$ cat src/rtl/harvard_data_bridge_if.sv
`default_nettype none
// +--------------------------------------------------------------------------+
// | harvard_data_bridge_if : CPU data-port and wait-request memory bus bundle |
// | Rev 1.0                                                                   |
// +--------------------------------------------------------------------------+
interface harvard_data_bridge_if;
    logic        cpu_active;
    logic [31:0] cpu_address;
    logic        cpu_read;
    logic        cpu_write;
    logic [31:0] cpu_writedata;
    logic [31:0] cpu_readdata;
    logic        cpu_clk_enable;
    logic [31:0] mem_address;
    logic        mem_read;
    logic        mem_write;
    logic [31:0] mem_writedata;
    logic [3:0]  mem_byteenable;
    logic        mem_waitrequest;
    logic [31:0] mem_readdata;
    logic        fault;

    modport master (
        input  cpu_active, cpu_address, cpu_read, cpu_write, cpu_writedata,
        input  mem_waitrequest, mem_readdata,
        output cpu_readdata, cpu_clk_enable,
        output mem_address, mem_read, mem_write, mem_writedata, mem_byteenable,
        output fault
    );

    modport slave (
        output cpu_active, cpu_address, cpu_read, cpu_write, cpu_writedata,
        output mem_waitrequest, mem_readdata,
        input  cpu_readdata, cpu_clk_enable,
        input  mem_address, mem_read, mem_write, mem_writedata, mem_byteenable,
        input  fault
    );
endinterface
`default_nettype wire

$ cat src/rtl/harvard_data_bridge.sv
`default_nettype none
// +--------------------------------------------------------------------------+
// | harvard_data_bridge : stalls the CPU data port over a wait-request bus.   |
// | Optional bus-timeout abort: HARVARD_DATA_BRIDGE_TIMEOUT_EN. Rev 1.0       |
// +--------------------------------------------------------------------------+
module harvard_data_bridge #(
    parameter int unsigned TIMEOUT_CYCLES = 255,
    parameter logic [31:0] FAULT_DATA     = 32'h0000_0000
) (
    input  wire logic              clk,
    input  wire logic              reset,
    harvard_data_bridge_if.master  bus
);
    typedef enum logic [1:0] {
        IDLE = 2'd0,
        BUSY = 2'd1,
        DONE = 2'd2
    } state_t;

    state_t      r_state,          w_state_nxt;
    logic [31:0] r_mem_address,    w_mem_address_nxt;
    logic        r_mem_read,       w_mem_read_nxt;
    logic        r_mem_write,      w_mem_write_nxt;
    logic [31:0] r_mem_writedata,  w_mem_writedata_nxt;
    logic [3:0]  r_mem_byteenable, w_mem_byteenable_nxt;
    logic [31:0] r_read_buf,       w_read_buf_nxt;
    logic        w_clk_en;
    logic        w_req;
    logic        w_unused;

    assign w_req = bus.cpu_active & (bus.cpu_read | bus.cpu_write);

`ifdef HARVARD_DATA_BRIDGE_TIMEOUT_EN
    localparam int c_cnt_w = (TIMEOUT_CYCLES < 1) ? 1 : $clog2(TIMEOUT_CYCLES + 1);
    logic [c_cnt_w-1:0] r_cnt, w_cnt_nxt;
    logic               r_fault, w_fault_nxt;
    logic               w_timeout;

    assign w_timeout = (r_cnt == c_cnt_w'(TIMEOUT_CYCLES));
    assign w_unused  = ^bus.cpu_address[1:0];
`else
    assign w_unused  = ^{bus.cpu_address[1:0], FAULT_DATA, TIMEOUT_CYCLES};
`endif

    always_comb begin
        w_state_nxt          = r_state;
        w_mem_address_nxt    = r_mem_address;
        w_mem_read_nxt       = r_mem_read;
        w_mem_write_nxt      = r_mem_write;
        w_mem_writedata_nxt  = r_mem_writedata;
        w_mem_byteenable_nxt = r_mem_byteenable;
        w_read_buf_nxt       = r_read_buf;
        w_clk_en             = 1'b0;
`ifdef HARVARD_DATA_BRIDGE_TIMEOUT_EN
        w_cnt_nxt            = r_cnt;
        w_fault_nxt          = r_fault;
`endif
        case (r_state)
            IDLE: begin
                w_clk_en = !w_req;
                if (w_req) begin
                    // A simultaneous read+write request is treated as a write.
                    w_mem_address_nxt    = {bus.cpu_address[31:2], 2'b00};
                    w_mem_writedata_nxt  = bus.cpu_writedata;
                    w_mem_read_nxt       = !bus.cpu_write;
                    w_mem_write_nxt      = bus.cpu_write;
                    w_mem_byteenable_nxt = 4'b1111;
                    w_state_nxt          = BUSY;
`ifdef HARVARD_DATA_BRIDGE_TIMEOUT_EN
                    w_cnt_nxt            = '0;
`endif
                end
            end
            BUSY: begin
                if (!bus.mem_waitrequest) begin
                    if (r_mem_read) begin
                        w_read_buf_nxt = bus.mem_readdata;
                    end
                    w_mem_read_nxt       = 1'b0;
                    w_mem_write_nxt      = 1'b0;
                    w_mem_byteenable_nxt = 4'b0000;
                    w_state_nxt          = DONE;
                end
`ifdef HARVARD_DATA_BRIDGE_TIMEOUT_EN
                else if (w_timeout) begin
                    if (r_mem_read) begin
                        w_read_buf_nxt = FAULT_DATA;
                    end
                    w_mem_read_nxt       = 1'b0;
                    w_mem_write_nxt      = 1'b0;
                    w_mem_byteenable_nxt = 4'b0000;
                    w_fault_nxt          = 1'b1;
                    w_state_nxt          = DONE;
                end else begin
                    w_cnt_nxt = r_cnt + 1'b1;
                end
`endif
            end
            DONE: begin
                // The CPU commits on this edge; its stale request is ignored.
                w_clk_en    = 1'b1;
                w_state_nxt = IDLE;
            end
            default: begin
                w_state_nxt = IDLE;
            end
        endcase
    end

    always_ff @(posedge clk) begin
        if (!reset) begin
            r_state          <= IDLE;
            r_mem_address    <= '0;
            r_mem_read       <= 1'b0;
            r_mem_write      <= 1'b0;
            r_mem_writedata  <= '0;
            r_mem_byteenable <= '0;
            r_read_buf       <= '0;
`ifdef HARVARD_DATA_BRIDGE_TIMEOUT_EN
            r_cnt            <= '0;
            r_fault          <= 1'b0;
`endif
        end else begin
            r_state          <= w_state_nxt;
            r_mem_address    <= w_mem_address_nxt;
            r_mem_read       <= w_mem_read_nxt;
            r_mem_write      <= w_mem_write_nxt;
            r_mem_writedata  <= w_mem_writedata_nxt;
            r_mem_byteenable <= w_mem_byteenable_nxt;
            r_read_buf       <= w_read_buf_nxt;
`ifdef HARVARD_DATA_BRIDGE_TIMEOUT_EN
            r_cnt            <= w_cnt_nxt;
            r_fault          <= w_fault_nxt;
`endif
        end
    end

    assign bus.cpu_readdata   = r_read_buf;
    assign bus.cpu_clk_enable = w_clk_en;
    assign bus.mem_address    = r_mem_address;
    assign bus.mem_read       = r_mem_read;
    assign bus.mem_write      = r_mem_write;
    assign bus.mem_writedata  = r_mem_writedata;
    assign bus.mem_byteenable = r_mem_byteenable;
`ifdef HARVARD_DATA_BRIDGE_TIMEOUT_EN
    assign bus.fault          = r_fault;
`else
    assign bus.fault          = 1'b0;
`endif

endmodule
`default_nettype wire

$ cat src/flat_wrapper.sv
// flat-port wrapper written by rule: the top's interface ports become plain ports
module harvard_data_bridge_flat 
#(
    parameter int unsigned TIMEOUT_CYCLES = 255,
    parameter logic [31:0] FAULT_DATA     = 32'h0000_0000
)
  (clk, reset, bus_cpu_active, bus_cpu_address, bus_cpu_read, bus_cpu_write, bus_cpu_writedata, bus_mem_waitrequest, bus_mem_readdata, bus_cpu_readdata, bus_cpu_clk_enable, bus_mem_address, bus_mem_read, bus_mem_write, bus_mem_writedata, bus_mem_byteenable, bus_fault);
  harvard_data_bridge_if bus_i ();
  input  wire logic clk;
  input  wire logic reset;
  input wire logic [$bits(bus_i.cpu_active)-1:0] bus_cpu_active;
  input wire logic [$bits(bus_i.cpu_address)-1:0] bus_cpu_address;
  input wire logic [$bits(bus_i.cpu_read)-1:0] bus_cpu_read;
  input wire logic [$bits(bus_i.cpu_write)-1:0] bus_cpu_write;
  input wire logic [$bits(bus_i.cpu_writedata)-1:0] bus_cpu_writedata;
  input wire logic [$bits(bus_i.mem_waitrequest)-1:0] bus_mem_waitrequest;
  input wire logic [$bits(bus_i.mem_readdata)-1:0] bus_mem_readdata;
  output wire logic [$bits(bus_i.cpu_readdata)-1:0] bus_cpu_readdata;
  output wire logic [$bits(bus_i.cpu_clk_enable)-1:0] bus_cpu_clk_enable;
  output wire logic [$bits(bus_i.mem_address)-1:0] bus_mem_address;
  output wire logic [$bits(bus_i.mem_read)-1:0] bus_mem_read;
  output wire logic [$bits(bus_i.mem_write)-1:0] bus_mem_write;
  output wire logic [$bits(bus_i.mem_writedata)-1:0] bus_mem_writedata;
  output wire logic [$bits(bus_i.mem_byteenable)-1:0] bus_mem_byteenable;
  output wire logic [$bits(bus_i.fault)-1:0] bus_fault;
  assign bus_i.cpu_active = bus_cpu_active;
  assign bus_i.cpu_address = bus_cpu_address;
  assign bus_i.cpu_read = bus_cpu_read;
  assign bus_i.cpu_write = bus_cpu_write;
  assign bus_i.cpu_writedata = bus_cpu_writedata;
  assign bus_i.mem_waitrequest = bus_mem_waitrequest;
  assign bus_i.mem_readdata = bus_mem_readdata;
  assign bus_cpu_readdata = bus_i.cpu_readdata;
  assign bus_cpu_clk_enable = bus_i.cpu_clk_enable;
  assign bus_mem_address = bus_i.mem_address;
  assign bus_mem_read = bus_i.mem_read;
  assign bus_mem_write = bus_i.mem_write;
  assign bus_mem_writedata = bus_i.mem_writedata;
  assign bus_mem_byteenable = bus_i.mem_byteenable;
  assign bus_fault = bus_i.fault;
  harvard_data_bridge #(.TIMEOUT_CYCLES(TIMEOUT_CYCLES), .FAULT_DATA(FAULT_DATA)) u_core (.clk(clk), .reset(reset), .bus(bus_i));
endmodule
$ cat config.mk
export PLATFORM = sky130hd
export DESIGN_NAME = harvard_data_bridge_flat
export DESIGN_NICKNAME = d
export VERILOG_FILES = /design/src/rtl/harvard_data_bridge_if.sv /design/src/rtl/harvard_data_bridge.sv /design/src/flat_wrapper.sv
export SDC_FILE = /design/constraint.sdc
export NUM_CORES = 1
export LEC_CHECK = 0
export CORE_ASPECT_RATIO = 0.5
export CORE_UTILIZATION = 39
export DETAILED_ROUTE_END_ITERATION = 16
export PLACE_DENSITY = 0.82
export SYNTH_ARGS = -nofsm -noshare
export SYNTH_HDL_FRONTEND = slang
export SYNTH_SLANG_ARGS = --single-unit
$ cat constraint.sdc
create_clock -name clk -period 2.25 [get_ports clk]
set_clock_uncertainty 0.15 [all_clocks]
set_input_delay 0.3375 -clock clk [delete_from_list [all_inputs] [get_ports clk]]
set_output_delay 0.3375 -clock clk [all_outputs]
set_load 0.02 [all_outputs]
==> impl_results.md <==
- Routed len/inst: 12.9 um
- Crit. End Element: output port
- Fraction of power consumed by combinational cells: 18.4%
- Clk pwr share: 34.0%
- Peak VDD IR: 0.425 mV
- Nets: 721
- Antenna Nets Post-Route: 0
- Setup TNS Final: 0 ns
- DPL Wire Length: 6990 um
- Period minus WS final: 1.89 ns
- Synthesized flop and latch total: 99
- Mapped Cells: 442
- CTS buffer count: 9
- Share of layout cells above drive strength 1: 3.22%
- Post-CTS setup buffers: 0
- H-tree depth: 3
- Clk pin slew, worst setup/hold paths: 0.06 ns
- Post-synth EDFFs: 0
- Status: finished clean
- Worst R2R Setup Slack: 0.60 ns
- Initial antenna violation count: 0
- Max-slew violations: 0
- Hold Slack: 0.282 ns
- Psw: 959 uW
- Buf+Inv Stages, Crit Path: 1
- Ys Warns: 0
- PwrDens: 642 nW/um^2
- Data arrival, critical path: 1.40 ns
- Inserted Diodes: 0
- Asr flop ratio synth: 0%
- Mux cell area share after synthesis: 16.7%
- Initial Util: 40.4%
- Hold path cells: 3
- Routability cong.: 0.723
- Drt total wl: 9760 um
- Ys flop type: dfxtp_1
- IO buf count: 200
- CP peak stage delay: 0.65 ns
- Final setup vio count: 0
- Die Y: 72.2 um
- DR pass1 iterations: 4
- Unrepaired setup endpoints after global routing: false
- CP startpoint kind: flop
- # IOs: 206
- CTS max path bufs: 2
- Post-synthesis compound-gate area fraction: 4.42%
- Internal power: 3000 uW
- MaxCap Viol Count: 0
- Largest net degree at the start of global routing: 69
- Netlist cell types: 20
- Area share of fa/ha/maj cells after synthesis: 0%
- Final Hold Vio Count: 0
- Drt first-iter violations: 190
- CP Class: reg2out
- Register area share after synthesis: 51.5%
- Vias per cell: 4.55
- Post-Syn Area per Cell: 8.70 um^2
- Min-delay src: reset
- F_max: 530 MHz
- Sequential power share: 47.6%
- Full die area: 10300 um^2
- Chip width: 142 um
- CP max FO: 5
- CP Depth: 1
- Critical path's slowest cell: clkdlybuf4s50_1
- Worst reg-to-reg path cell count: 3
- First-pass GRT wire length: 15500 um
- Period utilisation layout: 83.8%
- TritonCTS clock tree: built
- Worst path cell trace: clkdlybuf4s50_1
- Synth Area in Simple Gates: 21.4%
- Detailed-route via count: 3443
- Synth-to-layout area growth: 60.3%
- Hold Path Class: in2reg
- Row Count: 25
- # DRC: 0
- Worst R2R Start: u_core.r_state[1]
- Clock Sink Count: 99
- Clk_lat worst skew: 0.33 ns
- Cell family with most CP delay: buffers and inverters
- RR Endpoint: u_core.bus.mem_writedata[20]
- Worst EP required: 1.76 ns
- Overflow left after global routing: 0
- Mapped cell area: 3850 um^2
- Largest family of logic cells by synthesized area: simple AND/OR/NAND/NOR gates
- CORE AREA: 9510 um^2
- Vias in the first global route: 3271
- Sw Share: 24.2%
- Clock Tree Root: clkbuf_16
- Cell leakage power: 0.00253 uW
- Endpoint, Worst Hold: u_core.bus.cpu_readdata[2]
- XOR/XNOR Fraction of Synth Area: 0%
- GRT Total Usage: 19.2%
[worst reg2reg max path: stages (launching register included)]
cell and delay, ns:
dfxtp_1 0.36, or4b_4 0.57, buf_4 0.27, mux2i_1 0.17
[power groups by stage]
stage	Combinational [uW]	Clock, uW	Sequential, uW
6_report	729	1350	1880
3_5_place_dp	733	0	1920
4_1_cts	736	1400	1880
3_3_place_gp	723	0	1920
2_1_floorplan	250	0	2020
5_1_grt	779	1470	1890
[cell usage after synthesis, types with 2 or more instances]
library cell	n	share of area [%]
a21oi_1	2	0.26
buf_1	3	0.29
buf_2	3	0.39
buf_4	6	1.2
buf_6	5	1.5
clkbuf_1	25	2.4
dfxtp_1	99	52
mux2i_1	64	17
nand2_1	158	15
nand3_1	34	4.4
nor2_1	3	0.29
o21ai_0	32	4.2
[metal layers]
layer / wire, um / vias to the layer above / track usage (%)
met1: 4150 / 1577 / 22.0
met2: 5030 / 78 / 35.2
met5: 0 / - / 0
li1: - / 1778 / -
met3: 449 / 10 / 5.08
met4: 129 / 0 / 6.33
[sequential cells by signal (all words and copies together) (netlist names)]
signal,flops
u_core.bus.mem_read,1
u_core.bus.mem_writedata,32
u_core.bus.mem_byteenable,1
u_core.bus.mem_write,1
u_core.bus.mem_address,30
u_core.bus.cpu_readdata,32
u_core.r_state,2
[stage by stage]
step / power [uW] / setup WS (ns) / utilization [%] / cells / area, um^2
after floorplan: 2270 / 0.642 / - / 444 / 3850
after global placement: 2640 / 0.0471 / 62.2 / 743 / 5910
after detailed placement: 2660 / 0.0143 / 62.2 / 743 / 5910
after CTS: 4020 / 0.00678 / 64.8 / 756 / 6160
after global routing: 4140 / 0.272 / 64.9 / 756 / 6170
final: 3960 / 0.364 / 64.9 / 756 / 6170
[placed cells by master, fill, tap and decap left out, drive strengths merged, types with 2 or more instances in the layout]
| cell type | count |
|---|---|
| clkdlybuf4s50 | 198 |
| nand2 | 158 |
| dfxtp | 99 |
| mux2i | 64 |
| nand3 | 34 |
| o21ai | 32 |
| clkbuf | 13 |
| buf | 7 |
| nor2 | 3 |
| conb | 3 |
| a21oi | 2 |
[cell families after synthesis]
kind of cell,after synthesis
compound gates,34
flops,99
buf+inv,43
other cells,1
simple gates,201
mux,64
[layout make-up]
class / count / area, um^2
fill: 811 / 3340
timing repair buffer: 206 / 2100
sequential: 99 / 1980
multi-input combinational: 302 / 1670
clock buffer: 13 / 250
tap: 135 / 169
inverter: 1 / 3.75
[repair_timing]
action                                  in CTS  in global routing
endpoints found under the setup margin       0                  1
resized for setup                            0                  1
hold buffers                                 0                  0
[worst max path at each step]
stage / from / to / slack [ns]
4_1_cts: bus_cpu_write / bus_cpu_clk_enable / 0.007
5_1_grt: bus_cpu_write / bus_cpu_clk_enable / 0.27
6_report: u_core.bus.mem_byteenable[2] / bus_mem_byteenable[0] / 0.36
2_1_floorplan: bus_cpu_write / u_core.bus.mem_address[24] / 0.64
3_5_place_dp: bus_cpu_write / bus_cpu_clk_enable / 0.01
3_3_place_gp: bus_cpu_write / bus_cpu_clk_enable / 0.05
(Power assumes the default switching activity.)
